--- config.mk ---
export PLATFORM = sky130hd
export DESIGN_NAME = flag_loader
export DESIGN_NICKNAME = d
export VERILOG_FILES = /design/src/rtl/flag_pkg.sv /design/src/rtl/flag_pack_buf.sv /design/src/rtl/flag_loader.sv
export SDC_FILE = /design/constraint.sdc
export NUM_CORES = 1
export LEC_CHECK = 0
export CAP_MARGIN = 10
export CORE_MARGIN = 10
export CORE_UTILIZATION = 25
export CTS_BUF_LIST = sky130_fd_sc_hd__clkbuf_4
export DETAILED_ROUTE_END_ITERATION = 10
export GPL_ROUTABILITY_DRIVEN = 0
export GPL_TIMING_DRIVEN = 0
export PLACE_DENSITY = 0.55
export SETUP_SLACK_MARGIN = 0.4
export SLEW_MARGIN = 20
export SYNTH_ARGS = -nofsm -noshare
export SYNTH_HDL_FRONTEND = slang
export SYNTH_SLANG_ARGS = --single-unit
export TNS_END_PERCENT = 5
--- constraint.sdc ---
create_clock -name clk -period 4.65 [get_ports clk]
set_input_delay 0.93 -clock clk [delete_from_list [all_inputs] [get_ports clk]]
set_output_delay 0.93 -clock clk [all_outputs]
set_load 0.05 [all_outputs]
--- src/rtl/flag_pkg.sv ---
// Shared constants, FSM state encoding and byte-addressing helpers for the flag loader.
package flag_pkg;

    localparam int NUM_CHARS = 64;
    localparam int NUM_WORDS = 8;
    localparam logic [7:0] PAD_CHAR = 8'h00;
    localparam int IDX_W = 7;
    localparam int WORD_W = $clog2(NUM_WORDS);

    typedef enum logic [1:0] {
        IDLE,
        LOAD,
        EVAL,
        DONE
    } state_t;

    function automatic logic [WORD_W-1:0] word_sel(input logic [IDX_W-1:0] idx);
        return WORD_W'(idx / 8);
    endfunction

    function automatic logic [2:0] lane_sel(input logic [IDX_W-1:0] idx);
        return 3'(idx % 8);
    endfunction

endpackage

--- src/rtl/flag_pack_buf.sv ---
// Byte-addressable 512-bit register file holding the packed flag string.
module flag_pack_buf
    import flag_pkg::*;
(
    input  logic                       clk,
    input  logic                       rst_n,
    input  logic                       clear,
    input  logic                       wr_en,
    input  logic [IDX_W-1:0]           wr_idx,
    input  logic [7:0]                 wr_data,
    output logic [NUM_WORDS-1:0][63:0] words
);

    localparam logic [63:0] PAD_WORD = {8{PAD_CHAR}};

    // A clear and a write in the same cycle leave a fresh pad-filled buffer holding only the new byte.
    always_ff @(posedge clk or negedge rst_n) begin
        if (!rst_n) begin
            words <= {NUM_WORDS{PAD_WORD}};
        end else begin
            if (clear) begin
                words <= {NUM_WORDS{PAD_WORD}};
            end
            if (wr_en) begin
                words[word_sel(wr_idx)][{lane_sel(wr_idx), 3'b000} +: 8] <= wr_data;
            end
        end
    end

endmodule

--- src/rtl/flag_loader.sv ---
// Serial byte loader: packs flag characters into eight 64-bit words, then samples the checker once.
module flag_loader
    import flag_pkg::*;
(
    input  logic        clk,
    input  logic        rst_n,
    input  logic        abort,
    input  logic        in_valid,
    output logic        in_ready,
    input  logic [7:0]  in_data,
    input  logic        in_last,
    output logic [63:0] char_input_a,
    output logic [63:0] char_input_b,
    output logic [63:0] char_input_c,
    output logic [63:0] char_input_d,
    output logic [63:0] char_input_e,
    output logic [63:0] char_input_f,
    output logic [63:0] char_input_g,
    output logic [63:0] char_input_h,
    input  logic        chk_is_correct,
    output logic        result_valid,
    output logic        result_pass,
    output logic        result_len_err,
    input  logic        result_ack,
    output logic        busy
);

    localparam logic [IDX_W-1:0] LAST_IDX = IDX_W'(NUM_CHARS - 1);

    state_t                     state;
    logic [IDX_W-1:0]           idx;
    logic                       len_err;
    logic                       accept;
    logic                       buf_clear;
    logic                       buf_wr;
    logic [IDX_W-1:0]           buf_idx;
    logic [NUM_WORDS-1:0][63:0] words;

    assign accept    = in_valid & in_ready;
    assign buf_wr    = accept & ~abort;
    assign buf_clear = abort | (accept & (state == IDLE));
    assign buf_idx   = (state == IDLE) ? '0 : idx;

    flag_pack_buf u_buf (
        .clk     (clk),
        .rst_n   (rst_n),
        .clear   (buf_clear),
        .wr_en   (buf_wr),
        .wr_idx  (buf_idx),
        .wr_data (in_data),
        .words   (words)
    );

    assign char_input_a = words[0];
    assign char_input_b = words[1];
    assign char_input_c = words[2];
    assign char_input_d = words[3];
    assign char_input_e = words[4];
    assign char_input_f = words[5];
    assign char_input_g = words[6];
    assign char_input_h = words[7];

    // in_ready and busy are registered alongside the state so they always match it one cycle on.
    always_ff @(posedge clk or negedge rst_n) begin
        if (!rst_n) begin
            state          <= IDLE;
            idx            <= '0;
            len_err        <= 1'b0;
            in_ready       <= 1'b0;
            busy           <= 1'b0;
            result_valid   <= 1'b0;
            result_pass    <= 1'b0;
            result_len_err <= 1'b0;
        end else if (abort) begin
            state          <= IDLE;
            idx            <= '0;
            len_err        <= 1'b0;
            in_ready       <= 1'b1;
            busy           <= 1'b0;
            result_valid   <= 1'b0;
            result_pass    <= 1'b0;
            result_len_err <= 1'b0;
        end else begin
            case (state)
                IDLE: begin
                    in_ready <= 1'b1;
                    if (accept) begin
                        idx  <= IDX_W'(1);
                        busy <= 1'b1;
                        if (in_last) begin
                            state    <= EVAL;
                            len_err  <= 1'b1;
                            in_ready <= 1'b0;
                        end else begin
                            state   <= LOAD;
                            len_err <= 1'b0;
                        end
                    end
                end
                LOAD: begin
                    if (accept) begin
                        idx <= idx + 1'b1;
                        if (idx == LAST_IDX) begin
                            state    <= EVAL;
                            len_err  <= 1'b0;
                            in_ready <= 1'b0;
                        end else if (in_last) begin
                            state    <= EVAL;
                            len_err  <= 1'b1;
                            in_ready <= 1'b0;
                        end
                    end
                end
                EVAL: begin
                    result_valid   <= 1'b1;
                    result_pass    <= chk_is_correct & ~len_err;
                    result_len_err <= len_err;
                    state          <= DONE;
                end
                DONE: begin
                    if (result_ack) begin
                        state          <= IDLE;
                        idx            <= '0;
                        in_ready       <= 1'b1;
                        busy           <= 1'b0;
                        result_valid   <= 1'b0;
                        result_pass    <= 1'b0;
                        result_len_err <= 1'b0;
                    end
                end
                default: state <= IDLE;
            endcase
        end
    end

endmodule
# == Word level (Yosys, flattened, before mapping) ==
# Cells that the tools add are included.
# op_classes
n_addsub,2
order_cmp,2
n_eq_ne,8
shifts,2
n_mux,44
bitwise_logic,7
n_reduce_logical,12
# op_table
operator,count
512-bit two-way mux,2
512-bit bitwise mux,1
64-bit demux with 3-bit select,1
64-bit two-way mux,1
"8-bit by 8-bit variable shift with 64-bit output, first input constant",1
8-bit by 8-bit variable part select with 64-bit output,1
7-bit two-way mux,4
7-bit case mux with 3 select lines,1
1-bit two-way mux,19
4-bit AND reduction,4
2-bit two-way mux,7
1-bit case mux with 2 select lines,5
"3-bit != test, second input constant",3
3-bit nonzero test,3
6-bit negator with 8-bit output,1
2-bit case mux with 4 select lines,1
"7-bit by 1-bit adder with 7-bit output, second input constant",1
"7-bit by 6-bit equality test with 1-bit output, second input constant",1
6-bit two-way mux,1
1-bit bitwise AND,4
"2-bit equality test, second input constant",2
"3-bit by 4-bit < comparator with 1-bit output, second input constant",1
"4-bit != test, second input constant",1
4-bit nonzero test,1
9 further kinds,10
# word_totals
regBits,527
in_bits,15
out_inout_bits,517
word_cells,93

# == Depth between registers and ports, before layout ==
# depth
ltp_word,8
ltp_mapped,14
depth_no_buf,9

# == By module ==
# Synthesis repeated with hierarchy kept, for this count alone.
# hier_totals
hier_cells,1906
hier_area_um2,23946.7
# by_module_without_submodules
module,instances,cells_each,area_each_um2
flag_pack_buf,1,1779,22831.9
flag_loader,1,127,1114.8

# == Worst setup path after synthesis ==
# No wires, ideal clock.
# synth_path
path_type,reg2reg
startpoint,register state[0]
endpoint,register u_buf.words[190] in the netlist's numbering
setup_time_ns,0.127
t_arrival_ns,3.206
required_time_ns,4.523
setup_slack_ns,1.317
path_stages_with_launch,14
synth_period_minus_slack_ns,3.333
cell_sequence,dfrtp_1 -> inv_1 -> ha_1 -> buf_2 -> buf_4 -> buf_2 -> nand2b_1 -> ha_1 -> ha_1 -> or4b_1 -> buf_4 -> nor4_4 -> buf_4 -> o21ai_0
# synth_via
elab_chain_cells,8
# synth_lines
item,line,text
start: declaration,flag_loader.sv:30,state_t state;
start signal: assignment,flag_loader.sv:66,state <= IDLE;
start signal: assignment,flag_loader.sv:75,state <= IDLE;
start signal: assignment,flag_loader.sv:91,state <= EVAL;
2-bit logical NOT *,"flag_loader.sv:41, flag_loader.sv:42",
6-bit two-way mux,flag_loader.sv:42,assign buf_idx = (state == IDLE) ? '0 : idx;
"6-bit negator with 8-bit output, or another cell as far along",flag_pack_buf.sv:25,"words[word_sel(wr_idx)][{lane_sel(wr_idx), 3'b000} +: 8] <= wr_data;"
8-bit by 8-bit variable shift with 64-bit output or 1-bit logical AND (tied branches),flag_pack_buf.sv:25,
64-bit two-way mux (not written as such),flag_pack_buf.sv:25,
64-bit demux with 3-bit select,n/a,
512-bit bitwise mux,flag_pack_buf.sv:25,
512-bit two-way mux *,flag_pack_buf.sv:24,if (wr_en) begin
end signal: assignment,flag_pack_buf.sv:19,words <= {NUM_WORDS{PAD_WORD}};
end signal: assignment,flag_pack_buf.sv:22,words <= {NUM_WORDS{PAD_WORD}};
end signal: indexed assignment,flag_pack_buf.sv:25,
end: declaration,flag_pack_buf.sv:11,output logic [NUM_WORDS-1:0][63:0] words
# Every way passes the cells marked *; elsewhere a longest branch is shown, timed or not.
# A chain may end at the register's enable or synchronous reset.

# == Worst setup path in the final report ==
# layout_path
startpoint,register state[0]
endpoint,register u_buf.words[29] in the netlist's numbering
# The elaborated chain is that of the path after synthesis.

==> metrics.txt <==
vias in the first global route 21100; # rows around 110; Routed Antenna Nets 0; Power per Cell Area 352 nW/um2; relative slew slack 23.5%; Synth Register Bits 527; post-synth top area share 58.6%; port buffer count 523; post-cts resize count 0; Seq/Total Area, Yosys 58.6%; Final WS setup 0.404 ns; Worst-Skew Late Latency 1.08 ns; Crit path largest cell delay 0.90 ns; Largest regs u_buf.words (512), idx (7), state (2); Final Hold Fails 0; clock root buffer clkbuf_4; fin util 35.5%; Buf/Inv on CP 5; crit path time final 4.25 ns; Most used DFF post-synth dfrtp_1; Synth top cells by count nand2_1, dfrtp_1, o21ai_0; Max Freq around 240 MHz; vias per cell 4.73; most common cell in the netlist nand2_1; DRC 0; final worst-path cycle share 91.3%; first element of the critical path state[0]; die area around 100000 um2; syn nets approximately 2400; Async SR Flop Fraction 100%; status complete, no violations; leak pwr around 0.013 uW; htree depth 4; worst hold path startpoint abort; pre-CTS WS 0.103 ns; Core ar. 88800 um2; global-route wire length before repair 154000 um; leading area contributor after synthesis dfrtp_1; worst-path fanout max 10; I/O Pins 532; CP top delay family simple AND/OR/NAND/NOR gates; Area contributors post-synth dfrtp_1, nand2_1, o21ai_0; nets 3092; CTS max path bufs 3; Final Setup Violations 0; width of the die between 300 and 400 um; yosys warns 0; Netlist Area Pre-Place 22500 um2; startpoint types register; DR vias 20600; FF-to-FF Start state[0]; Area Growth Syn to Fin 40.1%; Post-Syn Instances between 2000 and 2500; Max-Cap Viols 0; remaining global-route overflow 0; largest register by flop count u_buf.words; final wirelength 107000 um; CTS clk-pin slew, worst paths 0.06 ns; Final Power 11100 uW; initial core utilization 25.3%; RSZ-0062 raised after global routing true; hold slack 0.417 ns; post-synth cell types 54; drt pass-1 iters 7; max reg flops 512; CP cell instances inv_1 > ha_1 > buf_2 > buf_4 > buf_2 > nand2b_1 > ha_1 > ha_1 > nand4bb_1 > nor4_2 > buf_2 > nand2_1 > o21ai_1; Slew Viols, Final 0; Max stage delay cell, worst path nor4_2; highest ir drop seen on vdd 0.000186 V; Synth Area per Inst 9.46 um2; wire length per cell between 20 and 25 um; Filler cells ~9200; All-Layer GR Usage around a fifth; antenna violations before repair 5; Worst EP required 5.56 ns; EDFF count, synth 0; CTS Buf Count 153; DP Wirelength 78500 um; worst-margin pin slew 1.15 ns; Setup CP Type reg -> reg; CP arrival just over 5 ns; largest net degree at the start of global routing 95; CTS tree built; DRC marker count from the first detailed-route iteration around 1900; Die Ht between 300 and 400 um; clk_skew 0.0899 ns; layout cells sized above 1 12.0%; clk sinks between 500 and 600; Fin Setup TNS 0 ns; Worst setup EP type register; Hold Crit Class in -> reg
==> worst min-delay path: cells and delay by family <==
| kind | cells | cell delay [ns] |
|---|---|---|
| compound gates | 1 | 0.06 |
| simple gates | 2 | 0.21 |
| buf+inv | 1 | 0.17 |
==> layout make-up <==
| cell class | instances | area, um2 | share of cell area, % |
|---|---|---|---|
| tap | 1165 | 1460 | 4.63 |
| buffer | 229 | 1100 | 3.48 |
| inverter | 12 | 45.0 | 0.143 |
| antenna | 11 | 27.5 | 0.0874 |
| clock inverter | 41 | 332 | 1.05 |
| clock buffer | 224 | 1680 | 5.34 |
| multi-input combinational | 1610 | 8180 | 26.0 |
| timing repair buffer | 536 | 5500 | 17.4 |
| sequential | 527 | 13200 | 41.9 |
==> routing by layer <==
| metal | GRT usage (%) | vias to the layer above | wire (um) |
|---|---|---|---|
| li1 | - | 9450 | - |
| met1 | 24.6 | 10100 | 43800 |
| met2 | 32.3 | 844 | 48900 |
| met3 | 9.11 | 182 | 11600 |
| met4 | 6.52 | 0 | 2800 |
| met5 | 0 | - | 0 |
==> worst paths after layout <==
kind	to	slack (ns)	cells after the start
worst min-delay path	idx[1]	0.42	4
worst min register to register	u_buf.words[412]	0.50	2
min in group asynchronous	u_buf.words[397]	0.47	3
max in group asynchronous	u_buf.words[201]	2.43	6
worst max-delay path	u_buf.words[29]	0.40	13
worst max register to register	u_buf.words[29]	0.40	13
==> metrics by stage <==
stage	instance area [um2]	instances
finish	31500	4355
global route	31500	4352
CTS	31500	4342
detailed placement	29400	4074
global placement	29200	4066
floorplan	22500	2378
==> repair_timing <==
item                                   in CTS  in global routing
setup endpoints to repair                 140                187
pin swaps                                   1                  1
setup buffers                               2                  2
hold buffers                                1                  0
endpoints found under the hold margin      87                  0
==> cell usage in the layout, fill, tap and decap left out, drive strengths merged, types with 9 or more instances in the layout <==
cell type,count
nand2,679
clkbuf,371
nor3,22
nand3,251
diode,11
buf,95
mux2i,68
nor4,15
a21oi,9
dfrtp,527
clkinv,33
clkdlybuf4s50,522
inv,13
nor2b,9
and2,24
o21ai,456
nor2,16
==> report_power, final <==
part	internal [uW]	switching [uW]
Clock	2530	2170
Combinational	378	1330
Sequential	4640	45.4
Total	7550	3550
==> logic make-up (layout without fill, tap and decap cells) <==
| group | count (synthesis) | count (layout) | synth area share [%] |
|---|---|---|---|
| buffers and inverters | 241 | 1042 | 5.05 |
| AOI/OAI and AO/OA | 482 | 482 | 11.0 |
| other | 0 | 11 | 0 |
| muxes | 70 | 70 | 3.13 |
| DFF | 527 | 527 | 58.6 |
| adders and majority gates | 8 | 8 | 0.445 |
| and+or+nand+nor | 1050 | 1050 | 21.7 |
(Power assumes the default switching activity.)
